===== src/rtl/mem_arbiter.sv =====
// mem_arbiter: arbitrates one single-port RAM between an icache and a dcache.
//
// dcache requests win over icache requests. A grant is held until the RAM
// reports ACCESS (completion) or the owner drops its request. A winner is
// always registered through one IDLE cycle, so back-to-back grants are
// separated by a single idle cycle.
//
// Optional build macro ARB_STARVE_GUARD_EN: after STARVE_MAX consecutive
// dcache completions while the icache is waiting, the icache is forced to
// win the next arbitration.
//
// Ports:
//   CLK, nRST                     clock, async active-low reset
//   iREN, iaddr -> iwait, iload   icache read port
//   dREN, dWEN, daddr, dstore     dcache request
//   dwait, dload                  dcache stall / read data
//   ramREN, ramWEN, ramaddr,
//   ramstore                      RAM command
//   ramload, ramstate             RAM read data / status (00 FREE, 01 BUSY,
//                                 10 ACCESS, 11 ERROR)
module mem_arbiter #(
  parameter int STARVE_MAX = 4
) (
  input  logic        CLK,
  input  logic        nRST,
  input  logic        iREN,
  input  logic [31:0] iaddr,
  output logic        iwait,
  output logic [31:0] iload,
  input  logic        dREN,
  input  logic        dWEN,
  input  logic [31:0] daddr,
  input  logic [31:0] dstore,
  output logic        dwait,
  output logic [31:0] dload,
  output logic        ramREN,
  output logic        ramWEN,
  output logic [31:0] ramaddr,
  output logic [31:0] ramstore,
  input  logic [31:0] ramload,
  input  logic [1:0]  ramstate
);

  typedef enum logic [1:0] {IDLE, IGNT, DGNT} state_t;

  localparam logic [1:0] RS_ACCESS = 2'b10;

  // The starvation counter is 3 bits wide, so the limit must fit in it.
  if (STARVE_MAX < 1 || STARVE_MAX > 7) begin : g_bad_starve_max
    $error("mem_arbiter: STARVE_MAX must be in 1..7");
  end

  state_t state, state_n;
  logic   dreq, access, i_done, d_done, i_force;

  assign dreq   = dREN | dWEN;
  assign access = (ramstate == RS_ACCESS);
  // Completion needs the owner still requesting; a dropped request never
  // reports a completion even if the RAM says ACCESS that cycle.
  assign i_done = (state == IGNT) & iREN & access;
  assign d_done = (state == DGNT) & dreq & access;

`ifdef ARB_STARVE_GUARD_EN
  logic [2:0] starve_cnt;

  always_ff @(posedge CLK or negedge nRST) begin
    if (!nRST)
      starve_cnt <= '0;
    else if (i_done || (state == IDLE && !iREN))
      starve_cnt <= '0;
    else if (d_done && iREN && starve_cnt != 3'd7)
      starve_cnt <= starve_cnt + 3'd1;
  end

  assign i_force = iREN & (starve_cnt == 3'(STARVE_MAX));
`else
  assign i_force = 1'b0;
`endif

  always_ff @(posedge CLK or negedge nRST) begin
    if (!nRST) state <= IDLE;
    else       state <= state_n;
  end

  always_comb begin
    state_n  = state;
    ramREN   = 1'b0;
    ramWEN   = 1'b0;
    ramaddr  = '0;
    ramstore = '0;
    case (state)
      IDLE: begin
        if (dreq && !i_force) state_n = DGNT;
        else if (iREN)        state_n = IGNT;
      end
      IGNT: begin
        if (iREN) begin
          ramREN  = 1'b1;
          ramaddr = iaddr;
        end
        if (!iREN || access) state_n = IDLE;
      end
      DGNT: begin
        // Write wins when the dcache raises both enables.
        if (dreq) begin
          ramaddr  = daddr;
          ramstore = dstore;
          ramWEN   = dWEN;
          ramREN   = ~dWEN;
        end
        if (!dreq || access) state_n = IDLE;
      end
      default: state_n = IDLE;
    endcase
  end

  assign iwait = iREN & ~i_done;
  assign dwait = dreq & ~d_done;
  assign iload = i_done ? ramload : '0;
  assign dload = d_done ? ramload : '0;

endmodule


===== config.mk =====
export PLATFORM = sky130hd
export DESIGN_NAME = mem_arbiter
export DESIGN_NICKNAME = d
export VERILOG_FILES = /design/src/rtl/mem_arbiter.sv
export SDC_FILE = /design/constraint.sdc
export NUM_CORES = 1
export LEC_CHECK = 0
export CELL_PAD_IN_SITES_DETAIL_PLACEMENT = 1
export CELL_PAD_IN_SITES_GLOBAL_PLACEMENT = 1
export CORE_AREA = 2 2 122 124
export DETAILED_ROUTE_END_ITERATION = 10
export DIE_AREA = 0 0 124 126
export GPL_TIMING_DRIVEN = 1
export HOLD_SLACK_MARGIN = 0.15
export PLACE_DENSITY_LB_ADDON = 0.1
export REMOVE_ABC_BUFFERS = 1
export SKIP_LAST_GASP = 1
export SLEW_MARGIN = 40
export SYNTH_ARGS = -nofsm -noshare
export SYNTH_HDL_FRONTEND = slang
export SYNTH_SLANG_ARGS = --single-unit

===== constraint.sdc =====
create_clock -name CLK -period 1.4 [get_ports CLK]
set_clock_uncertainty 0.15 [all_clocks]
set_input_delay 0.14 -clock CLK [delete_from_list [all_inputs] [get_ports CLK]]
set_output_delay 0.14 -clock CLK [all_outputs]
set_load 0.005 [all_outputs]

==> results.md <==
- Reg clk slew, reported paths: 30 ps
- Total count of max-transition violations in the final report: 0
- Sequential Power Share: 0.022
- Commonest cells in the netlist: and2_1 (98), nor2b_1 (33), a22oi_1 (31), buf_2 (10), clkbuf_1 (6)
- RR Endpoint: state[1]$_DFFE_PN0P_
- Crit path largest cell delay: 440 ps
- DRT iter0 DRCs: 37
- Violated checks: negative setup slack
- Hold WS: ~500 ps
- Status: finished with violations
- Crit path max-delay cell type: dfrtp_2
- CTS Buffer Depth: 2
- Critical-path cell list: buf_6 > ha_4 > nor2b_4 > buf_6 > buf_12 > buf_6 > buf_6 > and2_4 > buf_6
- DRT antenna net count: 0
- Buffers & Inverters on Critical Path: 6
- IO buf count: about 270
- Clock Power Share: 0.076
- Hold/Removal Path Class: in2async
- Clk_lat worst skew: 220 ps
- Power Dens Cells: ~970 mW/mm2
- Main combinational cell family by area after synthesis: simple AND/OR/NAND/NOR gates
- Crit Path Class: reg2out
- Compound-Gate Fraction of Synth Area: 0.207
- NetSw: between 1.5 and 2 mW
- Final setup violation count: between 100 and 150
- Initial Util: 0.0976
- Reg2Reg Depth: 8
- Final worst slack: -671 ps
- Yosys cell types: 22
- Final GP Congestion: roughly 0.78
- Die extent in y: between 100 and 150 um
- Top reg by flops: state
- Drt pass-1 iters: 2
- Root buf cell: clkbuf_16
- Share of the synthesized area in the top cell type: 0.439
- Peak VDD IR: roughly 0.00055 V
- CP top delay family: buffers and inverters
- DRC: 0
- Yosys top cell by area: and2_1
- Unrepaired setup endpoints after global routing: yes
- WP data required: between 1000 and 1500 ps
- Synth Instances: roughly 210
- Static leakage: roughly 2.7 nW
- Combinational Power Share: 0.902
- Number of flip-flops in the largest register: 2
- Final number of hold-violating endpoints: 0
- Top_reg_cell synth: dfrtp_1
- Mux cell area share after synthesis: 0
- CP startpoint kind: flip-flop
- Grt ovf: 0
- Final worst path period need: 2070 ps
- Worst path depth: 9
- Core region area: approximately 0.014 mm2
- Most common cell in the netlist: and2_1
- Post-route insts no fill: approximately 750
- # rows: 44
- Post-synth EDFFs: 0
- Die ar.: 0.0156 mm2
- Routed WL: 12,000 um
- Vias/cell: just under 4
- Period utilization: 1.48
- Worst reg-to-reg setup slack: -510 ps
- Vias: roughly 2,900
- CTS tree: yes
- Vias in the first global route: between 2,000 and 3,000
- Simple-Gate Fraction of Synth Area: 0.642
- DP HPWL: between 8000 and 9000 um
- Sink Count: 2
- # IOs: between 200 and 300
- Ys Warns: 0
- FF+latch count, synth: 2
- N_diodes: 0
- Worst EP arrival: approximately 1800 ps
- Initial antenna violation count: 0
- Dpl ws: -832 ps
- Nets: about 700
- Top Registers: state (2)
- Post-synthesis async set-or-reset flop share: 1.00
- First-pass GRT wire length: around 16,000 um
- Inserted Clock Buffers: 3
- Layout area overhead: 318%
- Pint: approximately 3.7 mW
- Ratio of cells with drive above 1 in the final layout: 0.632
- Relative slew slack: 0.828
- Post-synthesis cell area: approximately 0.0014 mm2
- Placed Instances: roughly 660
- Maximum clock frequency: slightly below 500 MHz
- Least-Margin Pin Slew: between 200 and 300 ps
- CP most frequent cell: buf_6
- Adder-Cell Fraction of Synth Area: 0.0448
- Largest net degree at the start of global routing: 24
- Syn avg cell area: roughly 6.7 um2
- Sequential area share after synthesis: 0.0358
- Sw Share: 0.341
- Die Wd: 124 um
- Crit path max fanout: 6
- Routed length per instance: around 16 um
- XOR/XNOR Fraction of Synth Area: 0
- Gr usage total: 0.128
- Max cap viols: 0
- RR Startpoint: state[0]$_DFFE_PN0P_
- Ranking of synthesized cells by area: and2_1 (44%), a22oi_1 (17%), nor2b_1 (15%)
- Critical Path Sink Type: output pin
- H-tree lvl count: 1
## worst register-to-register path: stages, from the launching register on
cell and delay [ps]:
dfrtp_1 380, buf_6 140, ha_4 150, and2_4 190, clkbuf_16 170, buf_6 120, o21ai_4 210, a21oi_2 80
a31o_1 190
## area by class of cell
class                           count  area [um2]
Clock buffer                        3        75.1
Fill cell                        1649        8470
Inverter                            3        13.8
Multi-Input combinational cell    185        1690
Sequential cell                     2        51.3
Tap cell                          184         230
Timing Repair Buffer              369        3780
## cells in the final DEF (no fill, tap or decap), types with 2 or more instances in the layout
cell             instances
nand3b_1                 2
clkdlybuf4s15_2          4
clkbuf_2                17
nor2_4                   2
buf_2                   30
and2_4                  77
clkbuf_16                8
nor2b_1                 33
dlymetal6s2s_1           7
a21oi_2                  3
a22oi_1                  4
buf_8                    4
buf_4                   33
buf_6                  122
ha_4                     5
buf_12                  10
clkdlybuf4s50_1        134
and2_1                  21
a22oi_2                 27
buf_16                   2
## power by group through the flow
stage          clock [mW]  combinational (mW)  sequential, mW
3_3_place_gp            0                3.33           0.100
2_1_floorplan           0                1.22           0.103
5_1_grt             0.443                5.46           0.132
4_1_cts             0.437                3.90           0.111
3_5_place_dp            0                3.35           0.101
6_report            0.429                5.09           0.125
## through the flow
stage | power [mW] | utilization | setup TNS [ps] | instance area [um2]
2_1_floorplan | 1.32 | - | -51460 | 1310
3_3_place_gp | 3.43 | 0.308 | -93570 | 4420
3_5_place_dp | 3.45 | 0.308 | -96380 | 4420
4_1_cts | 4.45 | 0.344 | -99390 | 4920
5_1_grt | 6.04 | 0.408 | -81990 | 5840
6_report | 5.65 | 0.408 | -72760 | 5840
## worst max path at each step
stage | slack, ps | to | start
2_1_floorplan | -560 | state[1]$_DFFE_PN0P_ | state[0]$_DFFE_PN0P_
3_3_place_gp | -800 | dload[0] | dWEN
3_5_place_dp | -830 | dload[0] | dREN
4_1_cts | -900 | dload[0] | state[0]$_DFFE_PN0P_
5_1_grt | -720 | ramstore[22] | state[1]$_DFFE_PN0P_
6_report | -670 | ramstore[22] | state[1]$_DFFE_PN0P_
## cell families after synthesis
logic type      after synthesis
compound gates               39
fa+ha+maj                     5
buf+inv                      22
flops                         2
simple gates                141
## layer usage
layer  global-route usage  wire (um)  vias to the layer above
li1                     -          -                     1403
met1                0.131       4010                     1325
met2                0.255       6660                      153
met3               0.0349       1190                       10
met4               0.0185        124                        0
met5                    0          0                        -
## repair_timing
item | in CTS | in global routing
resized for setup | 220 | 467
pin swaps | 9 | 62
endpoints found under the hold margin | 2 | 0
gates cloned | 5 | 7
hold buffers | 1 | 0
endpoints found under the setup margin | 134 | 134
setup buffers | 29 | 52
Power figures use the tool's default switching activity.
